[src/rtl/lc3b_types.sv]
// Shared types for the L2 cache controller.
//   lc3b_c2_way      : 2-bit way index of the 4-way L2
//   l2_ctrl_state_t  : sequencing FSM states
//   way_onehot()     : way index -> one-hot per-way enable vector
package lc3b_types;

    typedef logic [1:0] lc3b_c2_way;

    typedef enum logic [1:0] {
        S_IDLE      = 2'd0,
        S_WRITEBACK = 2'd1,
        S_FILL      = 2'd2
    } l2_ctrl_state_t;

    function automatic logic [3:0] way_onehot(input lc3b_c2_way w);
        way_onehot = 4'b0001 << w;
    endfunction

endpackage

[src/rtl/l2_event_counter.sv]
// Saturating event counter.
//   clk, rst_n : clock, asynchronous active-low clear
//   i_inc      : count one event this cycle
//   o_count    : current count; holds at all-ones instead of wrapping
module l2_event_counter #(
    parameter int CNT_WIDTH = 16
) (
    input  logic                 clk,
    input  logic                 rst_n,
    input  logic                 i_inc,
    output logic [CNT_WIDTH-1:0] o_count
);

    logic [CNT_WIDTH-1:0] r_count;

    always_ff @(posedge clk or negedge rst_n) begin
        if (!rst_n) begin
            r_count <= '0;
        end else if (i_inc && (r_count != {CNT_WIDTH{1'b1}})) begin
            r_count <= r_count + {{(CNT_WIDTH-1){1'b0}}, 1'b1};
        end
    end

    assign o_count = r_count;

endmodule

[src/rtl/l2_cache_control.sv]
// Sequencing FSM for the 4-way L2 cache datapath (L1 mem_* <-> pmem_*).
// Hits are served in one cycle; a miss writes back a dirty LRU victim, then
// fills it, then returns to idle where the request re-checks and hits.
//   mem_read/mem_write/mem_resp      : L1 request / completion pulse
//   pmem_read/pmem_write/pmem_resp   : physical memory request / done pulse
//   hit0..3, dirty0..3, lru          : per-set status from the datapath
//   lru_w, dataK_w/tagK_w/validK_w/dirtyK_w : array write enables
//   data_in_mux_sel, pmem_address_mux_sel, load_pmem_wdata : datapath muxes
//   hit_count, miss_count            : saturating event counters
//   o_state_dbg                      : current FSM state
// Handshake: mem_read/mem_write stay high until the mem_resp cycle;
// pmem_read/pmem_write stay high until the pmem_resp cycle.
module l2_cache_control
    import lc3b_types::*;
#(
    parameter int CNT_WIDTH = 16
) (
    input  logic                 clk,
    input  logic                 rst_n,
    input  logic                 mem_read,
    input  logic                 mem_write,
    output logic                 mem_resp,
    output logic                 pmem_read,
    output logic                 pmem_write,
    input  logic                 pmem_resp,
    input  logic                 hit0, hit1, hit2, hit3,
    input  logic                 dirty0, dirty1, dirty2, dirty3,
    input  lc3b_c2_way           lru,
    output logic                 lru_w,
    output logic                 dirty0_w, dirty1_w, dirty2_w, dirty3_w,
    output logic                 valid0_w, valid1_w, valid2_w, valid3_w,
    output logic                 tag0_w, tag1_w, tag2_w, tag3_w,
    output logic                 data0_w, data1_w, data2_w, data3_w,
    output logic                 data_in_mux_sel,
    output logic [2:0]           pmem_address_mux_sel,
    output logic                 load_pmem_wdata,
    output logic [CNT_WIDTH-1:0] hit_count,
    output logic [CNT_WIDTH-1:0] miss_count,
    output l2_ctrl_state_t       o_state_dbg
);

    l2_ctrl_state_t r_state, w_next;
    lc3b_c2_way     r_victim;
    logic           r_miss_pend;

    logic       w_req, w_any_hit, w_miss_det;
    lc3b_c2_way w_hit_way, w_way;
    logic [3:0] w_dirty_vec, w_way_oh;
    logic       w_data_we, w_dirty_we, w_tag_we, w_valid_we;

    assign w_req       = mem_read | mem_write;
    assign w_any_hit   = hit0 | hit1 | hit2 | hit3;
    assign w_hit_way   = hit0 ? 2'd0 : hit1 ? 2'd1 : hit2 ? 2'd2 : 2'd3;
    assign w_dirty_vec = {dirty3, dirty2, dirty1, dirty0};

    always_ff @(posedge clk or negedge rst_n) begin
        if (!rst_n) begin
            r_state     <= S_IDLE;
            r_victim    <= '0;
            r_miss_pend <= 1'b0;
        end else begin
            r_state <= w_next;
            if (w_miss_det) begin
                // Victim is latched once; later lru changes do not redirect the miss.
                r_victim    <= lru;
                r_miss_pend <= 1'b1;
            end else if (mem_resp) begin
                r_miss_pend <= 1'b0;
            end
        end
    end

    always_comb begin
        w_next               = r_state;
        w_miss_det           = 1'b0;
        w_way                = r_victim;
        w_data_we            = 1'b0;
        w_dirty_we           = 1'b0;
        w_tag_we             = 1'b0;
        w_valid_we           = 1'b0;
        mem_resp             = 1'b0;
        lru_w                = 1'b0;
        pmem_read            = 1'b0;
        pmem_write           = 1'b0;
        data_in_mux_sel      = 1'b0;
        pmem_address_mux_sel = 3'd0;
        load_pmem_wdata      = 1'b0;
        case (r_state)
            S_IDLE: begin
                if (w_req && w_any_hit) begin
                    w_way    = w_hit_way;
                    mem_resp = 1'b1;
                    lru_w    = 1'b1;
                    if (mem_write) begin
                        data_in_mux_sel = 1'b1;
                        w_data_we       = 1'b1;
                        w_dirty_we      = 1'b1;
                    end
                end else if (w_req) begin
                    w_miss_det = 1'b1;
                    w_next     = w_dirty_vec[lru] ? S_WRITEBACK : S_FILL;
                end
            end
            S_WRITEBACK: begin
                pmem_write           = 1'b1;
                pmem_address_mux_sel = {1'b0, r_victim} + 3'd1;
                load_pmem_wdata      = 1'b1;
                // A request dropped mid-miss still finishes this transfer, then idles.
                if (pmem_resp) w_next = w_req ? S_FILL : S_IDLE;
            end
            S_FILL: begin
                pmem_read = 1'b1;
                if (pmem_resp) begin
                    w_data_we  = 1'b1;
                    w_tag_we   = 1'b1;
                    w_valid_we = 1'b1;
                    w_dirty_we = 1'b1;
                    w_next     = S_IDLE;
                end
            end
            default: w_next = S_IDLE;
        endcase
        // Every output is forced low while reset is asserted.
        if (!rst_n) begin
            w_data_we            = 1'b0;
            w_dirty_we           = 1'b0;
            w_tag_we             = 1'b0;
            w_valid_we           = 1'b0;
            mem_resp             = 1'b0;
            lru_w                = 1'b0;
            pmem_read            = 1'b0;
            pmem_write           = 1'b0;
            data_in_mux_sel      = 1'b0;
            pmem_address_mux_sel = 3'd0;
            load_pmem_wdata      = 1'b0;
        end
    end

    assign w_way_oh = way_onehot(w_way);

    assign {data3_w,  data2_w,  data1_w,  data0_w}  = w_way_oh & {4{w_data_we}};
    assign {dirty3_w, dirty2_w, dirty1_w, dirty0_w} = w_way_oh & {4{w_dirty_we}};
    assign {tag3_w,   tag2_w,   tag1_w,   tag0_w}   = w_way_oh & {4{w_tag_we}};
    assign {valid3_w, valid2_w, valid1_w, valid0_w} = w_way_oh & {4{w_valid_we}};

    assign o_state_dbg = r_state;

    l2_event_counter #(.CNT_WIDTH(CNT_WIDTH)) u_hit_cnt (
        .clk     (clk),
        .rst_n   (rst_n),
        .i_inc   (mem_resp & ~r_miss_pend),
        .o_count (hit_count)
    );

    l2_event_counter #(.CNT_WIDTH(CNT_WIDTH)) u_miss_cnt (
        .clk     (clk),
        .rst_n   (rst_n),
        .i_inc   (w_miss_det),
        .o_count (miss_count)
    );

endmodule

[config.mk]
export PLATFORM = sky130hd
export DESIGN_NAME = l2_cache_control
export DESIGN_NICKNAME = d
export VERILOG_FILES = /design/src/rtl/lc3b_types.sv /design/src/rtl/l2_event_counter.sv /design/src/rtl/l2_cache_control.sv
export SDC_FILE = /design/constraint.sdc
export NUM_CORES = 1
export LEC_CHECK = 0
export ABC_AREA = 1
export CORE_UTILIZATION = 41
export DETAILED_ROUTE_END_ITERATION = 8
export PLACE_DENSITY = 0.79
export SLEW_MARGIN = 20
export SYNTH_ARGS = -nofsm -noshare
export SYNTH_HDL_FRONTEND = slang
export SYNTH_SLANG_ARGS = --single-unit
[constraint.sdc]
create_clock -name clk -period 3.85 [get_ports clk]
set_clock_uncertainty 0.05 [all_clocks]
set_input_delay 0.77 -clock clk [delete_from_list [all_inputs] [get_ports clk]]
set_output_delay 0.77 -clock clk [all_outputs]
set_load 0.05 [all_outputs]
==> results by group <==
Worst setup path
  – Startpoint Class: primary input
  – Crit-path cells: clkdlybuf4s50_1 > nor2_1 > nor2_4 > nand3_1 > nor2_1 > clkdlybuf4s50_1
  – CP peak stage delay: 0.82 ns
  – CP max stage cell: clkdlybuf4s50_1
  – CP Class: in -> out
  – Worst EP required: 3.03 ns
  – WP buf/inv: 2
  – Crit path arrival time: 2.60 ns
  – Delay-heaviest family, CP: buffers and inverters
  – Max FO, Critical Path: 6
  – Kind of end point of the critical path: output pin

Cells and area
  – Layout Nets: 476
  – Most common cell after layout, fill and taps aside: nand2_1
  – Most frequent cells in the layout: nand2_1 (176), clkdlybuf4s50_1 (55), nor2_1 (45)
  – Antenna diodes: 0
  – Layout cell share with drive strength beyond 1: 10.5%
  – Synth-to-layout area growth: 37.7%

Clock network
  – Worst-case clock buffer depth: 2
  – Hold_buf cts: 0
  – Clock sink total: 37
  – CTS tree: yes
  – Htree depth: 2
  – Clock Latency Late Sink: 0.29 ns
  – Post-CTS sizing: 0
  – Root Buffer: clkbuf_8
  – Post-CTS setup buffers: 0
  – CTS Buf Count: 5
  – Clk slew on worst S/H paths: 0.07 ns

Pwr
  – Total power: 0.00159 W
  – Reg power frac: 33.5%
  – Combinational fraction of design power: 44.5%
  – Psw: 0.000694 W
  – VDD IR-drop max: 491 µV
  – Leakage: 1.64 nW
  – Cell Pwr Density: 445 mW/mm²
  – Clock Power Share: 22.0%
  – P_int: 0.000901 W
  – Switching Share: 43.5%

Die
  – Core area: 0.00603 mm²
  – Row count: 28
  – I/O pin count: 74
  – Die width: 81.7 µm
  – Die Height: 81.7 µm
  – Full die area: 0.00667 mm²
  – Initial core utilization: 43.2%

Global route
  – GRT Total Usage: 20.1%
  – Vias in the first global route: 2412
  – First-pass GRT wire length: 10500 µm
  – Pin count of the biggest net entering global routing: 39
  – Initial antenna violation count: 0
  – Congestion Overflow GR: 0

Timing
  – Setup TNS: 0 ns
  – Tcrit/Tclk final: 88.9%
  – Fmax: 292 MHz
  – Final hold violations: 0
  – Final max-slew violation count: 0
  – # setup viols final: 0
  – Slew headroom: 55.4%
  – RSZ-0062 raised after global routing: no
  – Measured slew at the worst slew-check pin: 0.669 ns
  – Period minus WS final: 3.42 ns

Drt
  – Routed WL: 6190 µm
  – Vias: 2628
  – DRT Pass-1 Iters: 4
  – ANT nets after route: 0
  – Vias per cell: 4.92
  – Routed wire length per instance: 11.6 µm
  – DRC errors left: 0
  – 1st-iter DRT viols: 120

Yosys
  – Syn Area/Cell: 6.66 µm²
  – Mapped Cells: 391
  – Synth cell types: 24
  – Seq/Total Area, Yosys: 35.6%
  – Synth warn: 0
  – Mapped cell area: 0.00260 mm²
  – #FFs+latches synth: 37
  – Post-Syn Nets: 409

Status
  – Status: completed

Flow run
  – Max cap viols: 0

Placed design
  – Post-DP HPWL: 4760 µm
  – Placer Congestion: 0.830
  – I/O Buffers: 73

Hold path
  – Hold crit path type: reg -> reg
-- worst paths after layout --
check	start	to	slack (ns)	cells after the start
hold / removal	r_miss_pend$_DFFE_PN0P_	r_miss_pend$_DFFE_PN0P_	0.49	2
min in group asynchronous	rst_n	u_miss_cnt.o_count[0]$_DFFE_PN0P_	0.56	2
max in group asynchronous	rst_n	r_victim[1]$_DFFE_PN0P_	2.84	2
setup / recovery	mem_write	data_in_mux_sel	0.43	6
hold reg to reg	r_miss_pend$_DFFE_PN0P_	r_miss_pend$_DFFE_PN0P_	0.49	2
setup reg to reg	u_hit_cnt.o_count[0]$_DFFE_PN0P_	u_hit_cnt.o_count[4]$_DFFE_PN0P_	1.90	8
-- power by group through the flow --
| stage | registers, W | logic, W | clock network [W] |
|---|---|---|---|
| 6_report | 0.000534 | 0.000709 | 0.000351 |
| 5_1_grt | 0.000547 | 0.000773 | 0.000370 |
| 4_1_cts | 0.000533 | 0.000715 | 0.000359 |
| 3_5_place_dp | 0.000540 | 0.000713 | 0 |
| 3_3_place_gp | 0.000537 | 0.000699 | 0 |
| 2_1_floorplan | 0.000697 | 0.000317 | 0 |
-- stage by stage --
| step | hold slack (ns) | instances | area [µm²] | worst slack [ns] | utilization, % |
|---|---|---|---|---|---|
| after global placement | 0.484 | 526 | 3470 | 0.472 | 57.5 |
| after floorplan | 0.424 | 391 | 2600 | 0.00374 | - |
| after global routing | 0.542 | 534 | 3580 | 0.318 | 59.5 |
| final | 0.495 | 534 | 3580 | 0.426 | 59.5 |
| after detailed placement | 0.491 | 526 | 3470 | 0.426 | 57.5 |
| after CTS | 0.499 | 534 | 3580 | 0.419 | 59.5 |
-- worst register-to-register path, stage by stage (launching register included) --
cell and delay (ns):
dfrtp_1 0.42, ha_1 0.30, nand3_4 0.15, inv_2 0.05
nand2_1 0.10, nor2_2 0.06, nor2_2 0.53, nand2_1 0.11
nand2_1 0.10
-- state kept, by name, indices dropped and copies added, names as in the netlist --
| signal | count |
|---|---|
| o_state_dbg | 2 |
| u_miss_cnt.o_count | 16 |
| r_victim | 2 |
| u_hit_cnt.o_count | 16 |
| r_miss_pend | 1 |
-- cell type report --
type / instances / area [µm²]
Clock inverter: 1 / 30.0
Clock buffer: 7 / 86.3
Tap cell: 75 / 93.8
Timing Repair Buffer: 74 / 891
Fill cell: 549 / 2440
Sequential cell: 37 / 926
Inverter: 35 / 131
Multi-Input combinational cell: 305 / 1430
-- synthesized netlist by cell type (all sizes together) --
library cell | instances | share of area (%)
inv | 33 | 4.8
nand4 | 11 | 2.9
nor3 | 2 | 0.38
xnor2 | 10 | 3.4
o21ai | 17 | 3.7
nand3 | 16 | 3.8
xor2 | 4 | 1.3
dfrtp | 37 | 36
clkinv | 2 | 0.29
nor2 | 57 | 10
buf | 14 | 4.6
nand2 | 181 | 27
a21oi | 4 | 0.77
ha | 3 | 1.4
-- logic make-up (layout without fill, tap and decap cells) --
kind of cell             after synthesis  count (layout)  synth area share, %
AND/OR/NAND/NOR                      267             267                 44.1
buffers and inverters                 49             117                 9.66
flip-flops                            37              37                 35.6
AO/OA/AOI/OAI                         21              21                 4.47
XOR/XNOR                              14              14                 4.71
adder cells (fa/ha/maj)                3               3                 1.44
-- routing by layer --
layer / global-route usage (%) / part of all wire (%) / wire length [µm] / up-vias
li1: - / - / - / 1333
met1: 24.8 / 44 / 2740 / 1226
met2: 35.0 / 50 / 3080 / 63
met3: 3.89 / 5.1 / 314 / 6
met4: 7.02 / 0.92 / 57 / 0
met5: 0 / 0 / 0 / -
(Power assumes the default switching activity.)
